`config.mk`:
```
export PLATFORM = sky130hd
export DESIGN_NAME = rvfi_mem_tracker
export DESIGN_NICKNAME = d
export VERILOG_FILES = /design/src/rtl/cv32e40x_rvfi_pkg.sv /design/src/rtl/rvfi_mem_resp_fifo.sv /design/src/rtl/rvfi_mem_tracker.sv
export SDC_FILE = /design/constraint.sdc
export NUM_CORES = 1
export LEC_CHECK = 0
export CAP_MARGIN = 40
export CORE_MARGIN = 2
export CORE_UTILIZATION = 25
export DETAILED_ROUTE_END_ITERATION = 12
export GPL_TIMING_DRIVEN = 0
export PLACE_DENSITY_LB_ADDON = 0.2
export RECOVER_POWER = 50
export SKIP_LAST_GASP = 1
export SLEW_MARGIN = 20
export SYNTH_ARGS = -nofsm -noshare
export SYNTH_HDL_FRONTEND = slang
export SYNTH_SLANG_ARGS = --single-unit
```
`constraint.sdc`:
```
create_clock -name clk -period 8.4 [get_ports clk]
set_clock_uncertainty 0.2 [all_clocks]
set_input_delay 1.68 -clock clk [delete_from_list [all_inputs] [get_ports clk]]
set_output_delay 1.68 -clock clk [all_outputs]
set_load 0.02 [all_outputs]
```
`src/rtl/cv32e40x_rvfi_pkg.sv`:
```
// Shared RVFI types for the cv32e40x bench: memory error causes.
package cv32e40x_rvfi_pkg;

    typedef enum logic [1:0] {
        MEM_ERR_IO_ALIGN = 2'h0,
        MEM_ERR_ATOMIC   = 2'h1,
        MEM_ERR_PMP      = 2'h2,
        MEM_ERR_BUS      = 2'h3
    } mem_err_t;

endpackage

```
`src/rtl/rvfi_mem_resp_fifo.sv`:
```
// In-order response tracker: each entry names the slot an outstanding bus
// request will fill and whether that slot still belongs to the live instruction.
module rvfi_mem_resp_fifo #(
    parameter int DEPTH = 2,
    parameter int SW    = 2
) (
    input  logic          clk,
    input  logic          rst,
    input  logic          push,
    input  logic [SW-1:0] push_slot,
    input  logic          push_live,
    input  logic          pop,
    input  logic          clear_live,
    output logic          empty,
    output logic          full,
    output logic [SW-1:0] head_slot,
    output logic          head_live,
    output logic          live_pending
);
    localparam int PW = (DEPTH > 1) ? $clog2(DEPTH) : 1;
    localparam int CW = $clog2(DEPTH + 1);

    logic [DEPTH-1:0][SW-1:0] slot_q;
    logic [DEPTH-1:0]         live_q;
    logic [DEPTH-1:0]         head_mask;
    logic [PW-1:0]            rd_ptr, wr_ptr;
    logic [CW-1:0]            count;
    logic                     do_pop, do_push;

    function automatic logic [PW-1:0] inc(input logic [PW-1:0] p);
        return (p == PW'(DEPTH - 1)) ? '0 : p + PW'(1);
    endfunction

    assign empty     = (count == '0);
    assign full      = (count == CW'(DEPTH));
    assign do_pop    = pop && !empty;
    // A full FIFO still accepts a push when the head leaves in the same cycle.
    assign do_push   = push && (!full || do_pop);
    assign head_slot = slot_q[rd_ptr];
    assign head_live = live_q[rd_ptr];
    assign head_mask = DEPTH'(1) << rd_ptr;
    // Live entries that will still be waiting after this cycle's pop.
    assign live_pending = |(live_q & ~(do_pop ? head_mask : '0));

    // Pointer/occupancy update; the new push is written after clear so it stays live.
    always_ff @(posedge clk) begin
        if (rst) begin
            slot_q <= '0;
            live_q <= '0;
            rd_ptr <= '0;
            wr_ptr <= '0;
            count  <= '0;
        end else begin
            if (clear_live) live_q <= '0;
            if (do_pop) begin
                live_q[rd_ptr] <= 1'b0;
                rd_ptr         <= inc(rd_ptr);
            end
            if (do_push) begin
                slot_q[wr_ptr] <= push_slot;
                live_q[wr_ptr] <= push_live;
                wr_ptr         <= inc(wr_ptr);
            end
            case ({do_push, do_pop})
                2'b10:   count <= count + CW'(1);
                2'b01:   count <= count - CW'(1);
                default: count <= count;
            endcase
        end
    end

endmodule

```
`src/rtl/rvfi_mem_tracker.sv`:
```
// Accumulates up to NMEM data-side transactions per instruction and emits one
// registered record per retirement.
module rvfi_mem_tracker
    import cv32e40x_rvfi_pkg::*;
#(
    parameter int NMEM       = 4,
    parameter int ADDR_WIDTH = 32,
    parameter int DATA_WIDTH = 32,
    parameter int OUTSTND    = 2,
    localparam int BW        = DATA_WIDTH / 8
) (
    input  logic                       clk,
    input  logic                       rst,
    input  logic                       req_valid_i,
    input  logic [ADDR_WIDTH-1:0]      req_addr_i,
    input  logic                       req_we_i,
    input  logic [BW-1:0]              req_be_i,
    input  logic [DATA_WIDTH-1:0]      req_wdata_i,
    input  logic                       blk_valid_i,
    input  logic [1:0]                 blk_type_i,
    input  logic                       rvalid_i,
    input  logic [DATA_WIDTH-1:0]      rdata_i,
    input  logic                       err_i,
    input  logic                       retire_i,
    input  logic                       kill_i,
    output logic                       rvfi_valid_o,
    output logic [NMEM*ADDR_WIDTH-1:0] rvfi_mem_addr_o,
    output logic [NMEM*BW-1:0]         rvfi_mem_rmask_o,
    output logic [NMEM*BW-1:0]         rvfi_mem_wmask_o,
    output logic [NMEM*DATA_WIDTH-1:0] rvfi_mem_rdata_o,
    output logic [NMEM*DATA_WIDTH-1:0] rvfi_mem_wdata_o,
    output logic [NMEM-1:0]            rvfi_mem_err_o,
    output logic [NMEM*2-1:0]          rvfi_mem_err_type_o,
    output logic [$clog2(NMEM+1)-1:0]  rvfi_mem_cnt_o,
    output logic                       rvfi_mem_ovf_o,
    output logic                       protocol_err_o
);
    localparam int CW = $clog2(NMEM + 1);
    localparam int SW = (NMEM > 1) ? $clog2(NMEM) : 1;
    localparam logic [CW-1:0] NMEM_C = CW'(NMEM);

    logic [NMEM-1:0][ADDR_WIDTH-1:0] acc_addr, nxt_addr;
    logic [NMEM-1:0][BW-1:0]         acc_rmask, nxt_rmask, acc_wmask, nxt_wmask;
    logic [NMEM-1:0][DATA_WIDTH-1:0] acc_rdata, mrg_rdata, nxt_rdata, acc_wdata, nxt_wdata;
    logic [NMEM-1:0]                 acc_err, mrg_err, nxt_err, acc_we, nxt_we;
    logic [NMEM-1:0][1:0]            acc_type, mrg_type, nxt_type;
    logic [CW-1:0]                   cnt, base_cnt, nxt_cnt;
    logic                            ovf, nxt_ovf;
    logic                            flush, req_any, blk_only, slot_ok, pop, perr_set;
    logic [SW-1:0]                   wr_slot, head_slot;
    logic                            fifo_empty, fifo_full, head_live, live_pending;

    // Retire and kill both start a fresh instruction; a same-cycle request lands in slot 0.
    assign flush    = retire_i || kill_i;
    assign req_any  = req_valid_i || blk_valid_i;
    assign blk_only = blk_valid_i && !req_valid_i;
    assign base_cnt = flush ? '0 : cnt;
    assign slot_ok  = (base_cnt < NMEM_C);
    assign wr_slot  = base_cnt[SW-1:0];
    assign pop      = rvalid_i && !fifo_empty;

    assign perr_set = (req_valid_i && blk_valid_i)
                    || (rvalid_i && fifo_empty)
                    || (req_valid_i && fifo_full && !pop)
                    || (retire_i && live_pending);

    rvfi_mem_resp_fifo #(.DEPTH(OUTSTND), .SW(SW)) u_fifo (
        .clk          (clk),
        .rst          (rst),
        .push         (req_valid_i),
        .push_slot    (wr_slot),
        .push_live    (slot_ok),
        .pop          (rvalid_i),
        .clear_live   (flush),
        .empty        (fifo_empty),
        .full         (fifo_full),
        .head_slot    (head_slot),
        .head_live    (head_live),
        .live_pending (live_pending)
    );

    // Fold this cycle's response into the accumulator, then apply the new request.
    always_comb begin
        mrg_rdata = acc_rdata;
        mrg_err   = acc_err;
        mrg_type  = acc_type;
        if (pop && head_live) begin
            if (!acc_we[head_slot]) mrg_rdata[head_slot] = rdata_i;
            if (err_i) begin
                mrg_err[head_slot]  = 1'b1;
                mrg_type[head_slot] = MEM_ERR_BUS;
            end
        end
        nxt_addr  = flush ? '0 : acc_addr;
        nxt_rmask = flush ? '0 : acc_rmask;
        nxt_wmask = flush ? '0 : acc_wmask;
        nxt_rdata = flush ? '0 : mrg_rdata;
        nxt_wdata = flush ? '0 : acc_wdata;
        nxt_err   = flush ? '0 : mrg_err;
        nxt_type  = flush ? '0 : mrg_type;
        nxt_we    = flush ? '0 : acc_we;
        nxt_ovf   = flush ? 1'b0 : ovf;
        nxt_cnt   = base_cnt;
        if (req_any) begin
            if (slot_ok) begin
                nxt_addr[wr_slot]  = req_addr_i;
                nxt_we[wr_slot]    = req_we_i;
                nxt_rmask[wr_slot] = req_we_i ? '0 : req_be_i;
                nxt_wmask[wr_slot] = req_we_i ? req_be_i : '0;
                nxt_wdata[wr_slot] = req_we_i ? req_wdata_i : '0;
                nxt_rdata[wr_slot] = '0;
                nxt_err[wr_slot]   = blk_only;
                nxt_type[wr_slot]  = blk_only ? blk_type_i : 2'b00;
                nxt_cnt            = base_cnt + CW'(1);
            end else begin
                nxt_ovf = 1'b1;
            end
        end
    end

    // Accumulator state for the instruction currently in flight.
    always_ff @(posedge clk) begin
        if (rst) begin
            acc_addr  <= '0;
            acc_rmask <= '0;
            acc_wmask <= '0;
            acc_rdata <= '0;
            acc_wdata <= '0;
            acc_err   <= '0;
            acc_type  <= '0;
            acc_we    <= '0;
            cnt       <= '0;
            ovf       <= 1'b0;
        end else begin
            acc_addr  <= nxt_addr;
            acc_rmask <= nxt_rmask;
            acc_wmask <= nxt_wmask;
            acc_rdata <= nxt_rdata;
            acc_wdata <= nxt_wdata;
            acc_err   <= nxt_err;
            acc_type  <= nxt_type;
            acc_we    <= nxt_we;
            cnt       <= nxt_cnt;
            ovf       <= nxt_ovf;
        end
    end

    // Output record: captured on retire (including the same-cycle response), held otherwise.
    always_ff @(posedge clk) begin
        if (rst) begin
            rvfi_valid_o        <= 1'b0;
            rvfi_mem_addr_o     <= '0;
            rvfi_mem_rmask_o    <= '0;
            rvfi_mem_wmask_o    <= '0;
            rvfi_mem_rdata_o    <= '0;
            rvfi_mem_wdata_o    <= '0;
            rvfi_mem_err_o      <= '0;
            rvfi_mem_err_type_o <= '0;
            rvfi_mem_cnt_o      <= '0;
            rvfi_mem_ovf_o      <= 1'b0;
            protocol_err_o      <= 1'b0;
        end else begin
            rvfi_valid_o   <= retire_i;
            protocol_err_o <= protocol_err_o | perr_set;
            if (retire_i) begin
                rvfi_mem_addr_o     <= acc_addr;
                rvfi_mem_rmask_o    <= acc_rmask;
                rvfi_mem_wmask_o    <= acc_wmask;
                rvfi_mem_rdata_o    <= mrg_rdata;
                rvfi_mem_wdata_o    <= acc_wdata;
                rvfi_mem_err_o      <= mrg_err;
                rvfi_mem_err_type_o <= mrg_type;
                rvfi_mem_cnt_o      <= cnt;
                rvfi_mem_ovf_o      <= ovf;
            end
        end
    end

endmodule

```
==> summary.md, run 1 <==
| Metric | Value |
|---|---|
| Status | complete, no violations |
| XOR/XNOR Fraction of Synth Area | 0.001147 |
| Final nets | 3809 |
| Synth Flop Type | dfxtp_1 |
| Vias | 25070 |
| Placement Setup Slack | 1638 ps |
| Synthesized flop and latch total | 880 |
| Simple-gate share of the synthesized area | 0.1245 |
| PortBufs | 542 |
| Pin count of the biggest net entering global routing | 14 |
| Cell leakage power | 16.92 nW |
| Vias in the first global route | 24350 |
| Hold Crit Endpoint | ovf |
| Yosys top cell by area | dfxtp_1 |
| Critical Path Start Type | primary input |
| CTS Buf Count | 99 |
| RR Endpoint | acc_wdata[98] |
| Final setup fails | 0 |
| Setup Buffers After CTS | 0 |
| CTS max path bufs | 3 |
| Post-synthesis mux area share | 0.1336 |
| Most frequent cells in the layout | 880 x dfxtp_1, 598 x nor2_1, 437 x dlygate4sd3_1 |
| Clock Tree Root | clkbuf_16 |
| Via/cell ratio | 4.638 |
| Tightest Hold Check Type | register to register |
| Die Ht | 353.5 um |
| Synth Area in Adders | 0.002049 |
| Sw frac | 0.2499 |
| Required @ worst endpoint | 8800 ps |
| Clk_lat worst skew | 690 ps |
| R2R depth | 6 |
| Drt first pass iters | 5 |
| Mapped Cells | 3003 |
| Post-route setup slack | 2245 ps |
| CTS tree | done |
| Die width | 353.5 um |
| Post-cts sizing count | 0 |
| Final GP Congestion | 0.8042 |
| I/O Pins | 545 |
| Yosys top cell area share | 0.5770 |
| Row cnt | 128 |
| First-pass GRT wire length | 179900 um |
| Fill count | 12340 |
| DRC | 0 |
| Netlist cell types | 58 |
| Clock transition at the registers of the reported paths | 60 ps |
| Kind of critical path | primary input to register |
| P per Cell Area | 230.5 nW/um^2 |
| Syn nets | 3119 |
| Hold Fails Final Rpt | 0 |
| Total of warnings raised by yosys | 0 |
| Setup slack, reg-to-reg | 5010 ps |
| Final Max Tran Viols | 0 |
| VDD IR max | 147.2 uV |
| Critical Path Sink Type | register |
| Initial antenna violation count | 12 |
| Placed Area | 38490 um^2 |
| Share of cells above drive strength 1 | 0.06963 |
| Post-DRT Antenna Nets | 0 |
| Largest fanout on the critical path | 10 |
| RSZ-0062 raised after global routing | false |
| Mean area per synthesized cell | 10.17 um^2 |
| WL final | 127300 um |
| Headroom to the max-slew limit | 0.2117 |
| Worst reg2reg startpoint | cnt[2] |
| Area contributors post-synth | dfxtp_1 58%, mux2i_1 13%, nor2_1 7.4% |
| Net Switching | 2.415 mW |
| Largest family of logic cells by synthesized area | multiplexers |
| Hold-fix buffer count after cts | 0 |
| WP data arrival | 6550 ps |
| Clk network pwr share | 0.474 |
| Slew @ Worst Pin | 1182 ps |
| Grt total ovfl | 0 |
| Post-layout min period | 6155 ps |
| Mapped Area | 30530 um^2 |
| Async set-reset flop share out of synthesis | 0 |
| Core area | 121600 um^2 |
| Logic pwr share | 0.081 |
| Num Clock Sinks | 880 |
| Peak Freq | 162.5 MHz |
| Hold Startpoint | ovf |
| Avg WL per Cell | 23.56 um |
| GRT Overall Usage | 0.1972 |
| Dpl hpwl | 96270 um |
| EDFF count, synth | 0 |
| Design area | 41920 um^2 |
| H-tree depth | 3 |
| Critical path launch point | retire_i |
| Die area | 124900 um^2 |
| Int Pwr | 7.249 mW |
| Starting Density | 0.2512 |
| Most common cell after layout, fill and taps aside | dfxtp_1 |
| DRT iter0 DRCs | 1522 |
| Worst hold path cell count | 2 |
| Final period utilization | 0.7328 |
| P&R area growth vs syn | 37.30% |
| Max-cap viol count | 0 |
| Compound-Gate Fraction of Synth Area | 0.1277 |
| Sequential share of power | 0.445 |
| Sequential-to-total area share from yosys stat | 0.5770 |
-- logic make-up after synthesis --
logic type      count (synthesis)
simple gates                  914
flops                         880
compound gates                533
mux                           406
buf+inv                       261
fa+ha+maj                       5
xor+xnor                        4
-- layer usage --
metal	global-route usage	routed length, um	vias up
met2	0.3182	58460	752
li1	-	-	11990
met4	0.06587	3907	12
met5	0	80	-
met3	0.06082	10100	163
met1	0.2494	54800	12150
-- metrics by stage --
stage                     total power, mW  hold slack, ps  instances  utilization  setup TNS (ps)
after detailed placement            5.199           246.5       5212       0.3167               0
after floorplan                     4.777           225.2       3003            -               0
after CTS                           9.802           260.5       5397       0.3452               0
after global placement              5.182           247.1       5170       0.3125           -1653
after global routing                10.00           272.0       5403       0.3448               0
final                               9.663           253.5       5404       0.3449               0
-- synth_stat cells (3+ instances only) --
library cell / number
buf_4: 3
a32oi_1: 20
inv_1: 12
a311oi_1: 33
a31oi_1: 4
o21ai_0: 42
buf_1: 43
clkbuf_1: 182
nor2_1: 601
nand4b_1: 3
nand2_1: 92
a211oi_1: 97
nand3_1: 179
buf_2: 16
a21oi_1: 140
ha_1: 5
or3_1: 3
mux2_2: 11
nor2b_1: 6
a22oi_1: 8
buf_6: 4
o21a_1: 12
a22o_1: 120
nor3_1: 3
a221o_1: 6
a32o_1: 34
mux2i_1: 395
dfxtp_1: 880
nand2b_1: 6
nor3b_1: 4
-- power by group through the flow --
stage / sequential [mW] / combinational, mW / clock, mW
5_1_grt: 4.31 / 0.834 / 4.86
3_5_place_dp: 4.39 / 0.807 / 0
6_report: 4.30 / 0.781 / 4.58
4_1_cts: 4.30 / 0.809 / 4.69
3_3_place_gp: 4.39 / 0.790 / 0
2_1_floorplan: 4.44 / 0.340 / 0
-- state kept, by name (all words and copies together) (netlist names), 8 cells and up --
signal / cells
acc_addr: 128
acc_wmask: 16
acc_wdata: 128
rvfi_mem_rdata_o: 128
acc_rmask: 16
rvfi_mem_wdata_o: 128
rvfi_mem_wmask_o: 16
acc_rdata: 128
rvfi_mem_rmask_o: 16
rvfi_mem_err_type_o: 8
rvfi_mem_addr_o: 128
acc_type: 8
-- worst max path at each step --
stage	to	slack, ps
5_1_grt	acc_wdata[96]	1980
6_report	acc_wdata[98]	2240
4_1_cts	acc_wdata[98]	2340
3_5_place_dp	acc_wdata[118]	1640
3_3_place_gp	acc_wdata[20]	-170
2_1_floorplan	acc_type[6]	4130
-- area by class of cell --
type	count	area, um^2	share of cell area
antenna	2	5.005	0.0001194
buffer	248	996.0	0.02376
clock buffer	138	2905	0.06931
clock inverter	47	558.0	0.01331
inverter	13	48.80	0.001164
multi-input combinational	1862	11910	0.2841
sequential	880	17620	0.4203
tap	1625	2033	0.04850
timing repair buffer	589	5847	0.1395
-- critical path, stage by stage --
cell           delay (ps)
dlygate4sd3_1         600
clkbuf_1              340
nor2_1                620
buf_6                 210
clkbuf_2              460
nand2_1               190
inv_1                 190
ha_1                  230
nand3_1               380
nor2_2                730
clkbuf_1              640
a32o_1                260
(Power assumes the default switching activity.)
==> run 2, diff against run 1 <==
Clock period 8.4 ns to 5.6 ns, I/O delays scaled along.
==> summary.md, run 2 (synthesis gave the netlist of run 1 again) <==
| Metric | Value |
|---|---|
| Status | complete, no violations |
| First-pass GRT wire length | 179900 um (unchanged) |
| Avg WL per Cell | 23.58 um (about the same) |
| Die Ht | 353.5 um (unchanged) |
| CTS tree | done |
| CP max stage delay | 640 ps (-90 ps) |
| I/O Pins | 545 (unchanged) |
| Critical Path Start Type | primary input |
| Row cnt | 128 (unchanged) |
| Final setup fails | 0 (unchanged) |
| Placed Area | 38490 um^2 (unchanged) |
| Clk_lat worst skew | 690 ps (about the same) |
| Min Hold Slack | 253.5 ps (+0.07700 ps) |
| Drt first pass iters | 5 (unchanged) |
| GRT Overall Usage | 0.1972 (unchanged) |
| Num Clock Sinks | 880 (unchanged) |
| Peak Freq | 185.9 MHz |
| Design area | 41940 um^2 (about the same) |
| RR Endpoint | acc_addr[115] |
| Worst reg2reg startpoint | cnt[2] |
| Tightest Hold Check Type | register to register |
| P&R area growth vs syn | 37.35% (about the same) |
| Fill count | 12330 (-0.041%) |
| VDD IR max | 220.8 uV (+50%) |
| Hold Crit Endpoint | ovf |
| Slew @ Worst Pin | 1193 ps (+10.58 ps) |
| Largest fanout on the critical path | 10 (unchanged) |
| Max-cap viol count | 0 (unchanged) |
| Via/cell ratio | 4.645 (+0.15%) |
| CTS Buf Count | 99 (unchanged) |
| Share of cells above drive strength 1 | 0.06990 (+0.0002648) |
| DRT iter0 DRCs | 1549 (+1.8%) |
| Slowest-stage cell, CP | nor2_1 |
| Hold Fails Final Rpt | 0 (unchanged) |
| R2R depth | 5 (-1) |
| CTS max path bufs | 3 (unchanged) |
| Core area | 121600 um^2 (unchanged) |
| Final Max Tran Viols | 0 (unchanged) |
| Die width | 353.5 um (unchanged) |
| DRC | 0 (unchanged) |
| Met2 Track Usage GR | 0.3182 (unchanged) |
| Vias | 25100 (+0.15%) |
| Family with the most delay on the worst path | buffers and inverters |
| Pin count of the biggest net entering global routing | 14 (unchanged) |
| RSZ-0062 raised after global routing | false |
| Final nets | 3809 (unchanged) |
| Setup Buffers After CTS | 0 (unchanged) |
| PortBufs | 542 (unchanged) |
| GR peak layer | met2 |
| Required @ worst endpoint | 5970 ps (-2830 ps) |
| Setup slack, reg-to-reg | 2260 ps (-2750 ps) |
| Clock Tree Root | clkbuf_16 |
| Cell leakage power | 16.93 nW (about the same) |
| Starting Density | 0.2512 (unchanged) |
| WP data arrival | 5750 ps (-800 ps) |
| GRT met3 Usage | 0.06082 (unchanged) |
| Final period utilization | 0.9606 |
| Grt total ovfl | 0 (unchanged) |
| Initial antenna violation count | 12 (unchanged) |
| Dpl hpwl | 96270 um (unchanged) |
| Critical Path Sink Type | register |
| Post-DRT Antenna Nets | 0 (unchanged) |
| P per Cell Area | 345.7 nW/um^2 (+50%) |
| Worst hold path cell count | 2 (unchanged) |
| Headroom to the max-slew limit | 0.2046 (-0.007055) |
| Kind of critical path | primary input to register |
| Most common cell after layout, fill and taps aside | dfxtp_1 |
| Final GP Congestion | 0.8042 (unchanged) |
| CP bufs+invs | 6 (unchanged) |
| Crit path cell chain | clkdlybuf4s50_1, clkbuf_1, nor2_1, buf_6, clkbuf_2, nand2_1, inv_1, ha_1, o21ai_0, nor2_1, nor2_2, clkbuf_1, a22o_1 |
| Vias in the first global route | 24350 (unchanged) |
| Met1 global-route usage | 0.2494 (unchanged) |
| H-tree depth | 3 (unchanged) |
| Clock transition at the registers of the reported paths | 60 ps (about the same) |
| WL final | 127400 um (about the same) |
| Most frequent cells in the layout | 880 x dfxtp_1, 598 x nor2_1, 436 x dlygate4sd3_1 |
| Die area | 124900 um^2 (unchanged) |
| Hold Startpoint | ovf |
| Post-layout min period | 5380 ps |
[run 2: changes by cell type in the layout (fill, tap and decap cells not counted)]
cell,before,now
clkbuf_1,213,208
clkdlybuf4s50_1,105,106
nor2_4,0,1
nor2_2,3,2
buf_8,3,4
dlygate4sd3_1,437,436
buf_1,33,37
[run 2: how the worst max path moves through the flow]
stage,from,end,cells past startpoint
floorplan,retire_i,acc_type[6],11
global placement,retire_i,acc_wdata[20],10
finish,retire_i,acc_addr[115],13
global route,retire_i,acc_wdata[105],14
CTS,retire_i,acc_wdata[98],12
detailed placement,retire_i,acc_wdata[118],12
[run 2: power by group]
group	internal, mW	total, mW	switching [mW]
registers	6.38	6.45	0.0714
clock network	4.09	6.87	2.78
logic	0.402	1.17	0.770
total	10.9	14.5	3.62
[run 2: layout make-up]
cell class,count,area [um^2],share of cell area
buffer,248,996.0,0.02375
inverter,13,48.80,0.001164
timing repair buffer,589,5858,0.1397
clock inverter,47,558.0,0.01331
sequential,880,17620,0.4201
clock buffer,138,2905,0.06928
antenna,2,5.005,0.0001193
multi-input combinational,1862,11910,0.2841
tap,1625,2033,0.04848
[run 2: worst reg2reg max path, cell delays in order (launching register included)]
cell,delay [ps]
dfxtp_1,520
nor3b_1,590
nor2_1,380
nor2_2,640
clkbuf_1,700
a22o_1,240
[run 2: per-layer routing]
layer / part of all wire / up-vias / wire length, um
li1: - / 12000 / -
met1: 0.43 / 12200 / 55050
met2: 0.46 / 738 / 58490
met3: 0.078 / 160 / 9897
met4: 0.031 / 12 / 3902
met5: 0.00063 / - / 80
[run 2: through the flow]
stage	setup TNS, ps	cells	power (mW)	setup slack, ps	util
after detailed placement	-52320	5212	7.799	-602.3	0.3167
final	0	5404	14.50	220.5	0.3450
after floorplan	0	3003	7.165	1894	-
after CTS	0	5397	14.70	102.6	0.3452
after global routing	0	5403	15.01	27.76	0.3450
after global placement	-402660	5170	7.774	-2411	0.3125
[run 2: what timing repair did]
item	4_1_cts	5_1_grt
hold buffers	0	0
gates resized for setup	0	1
endpoints found under the setup margin	0	34
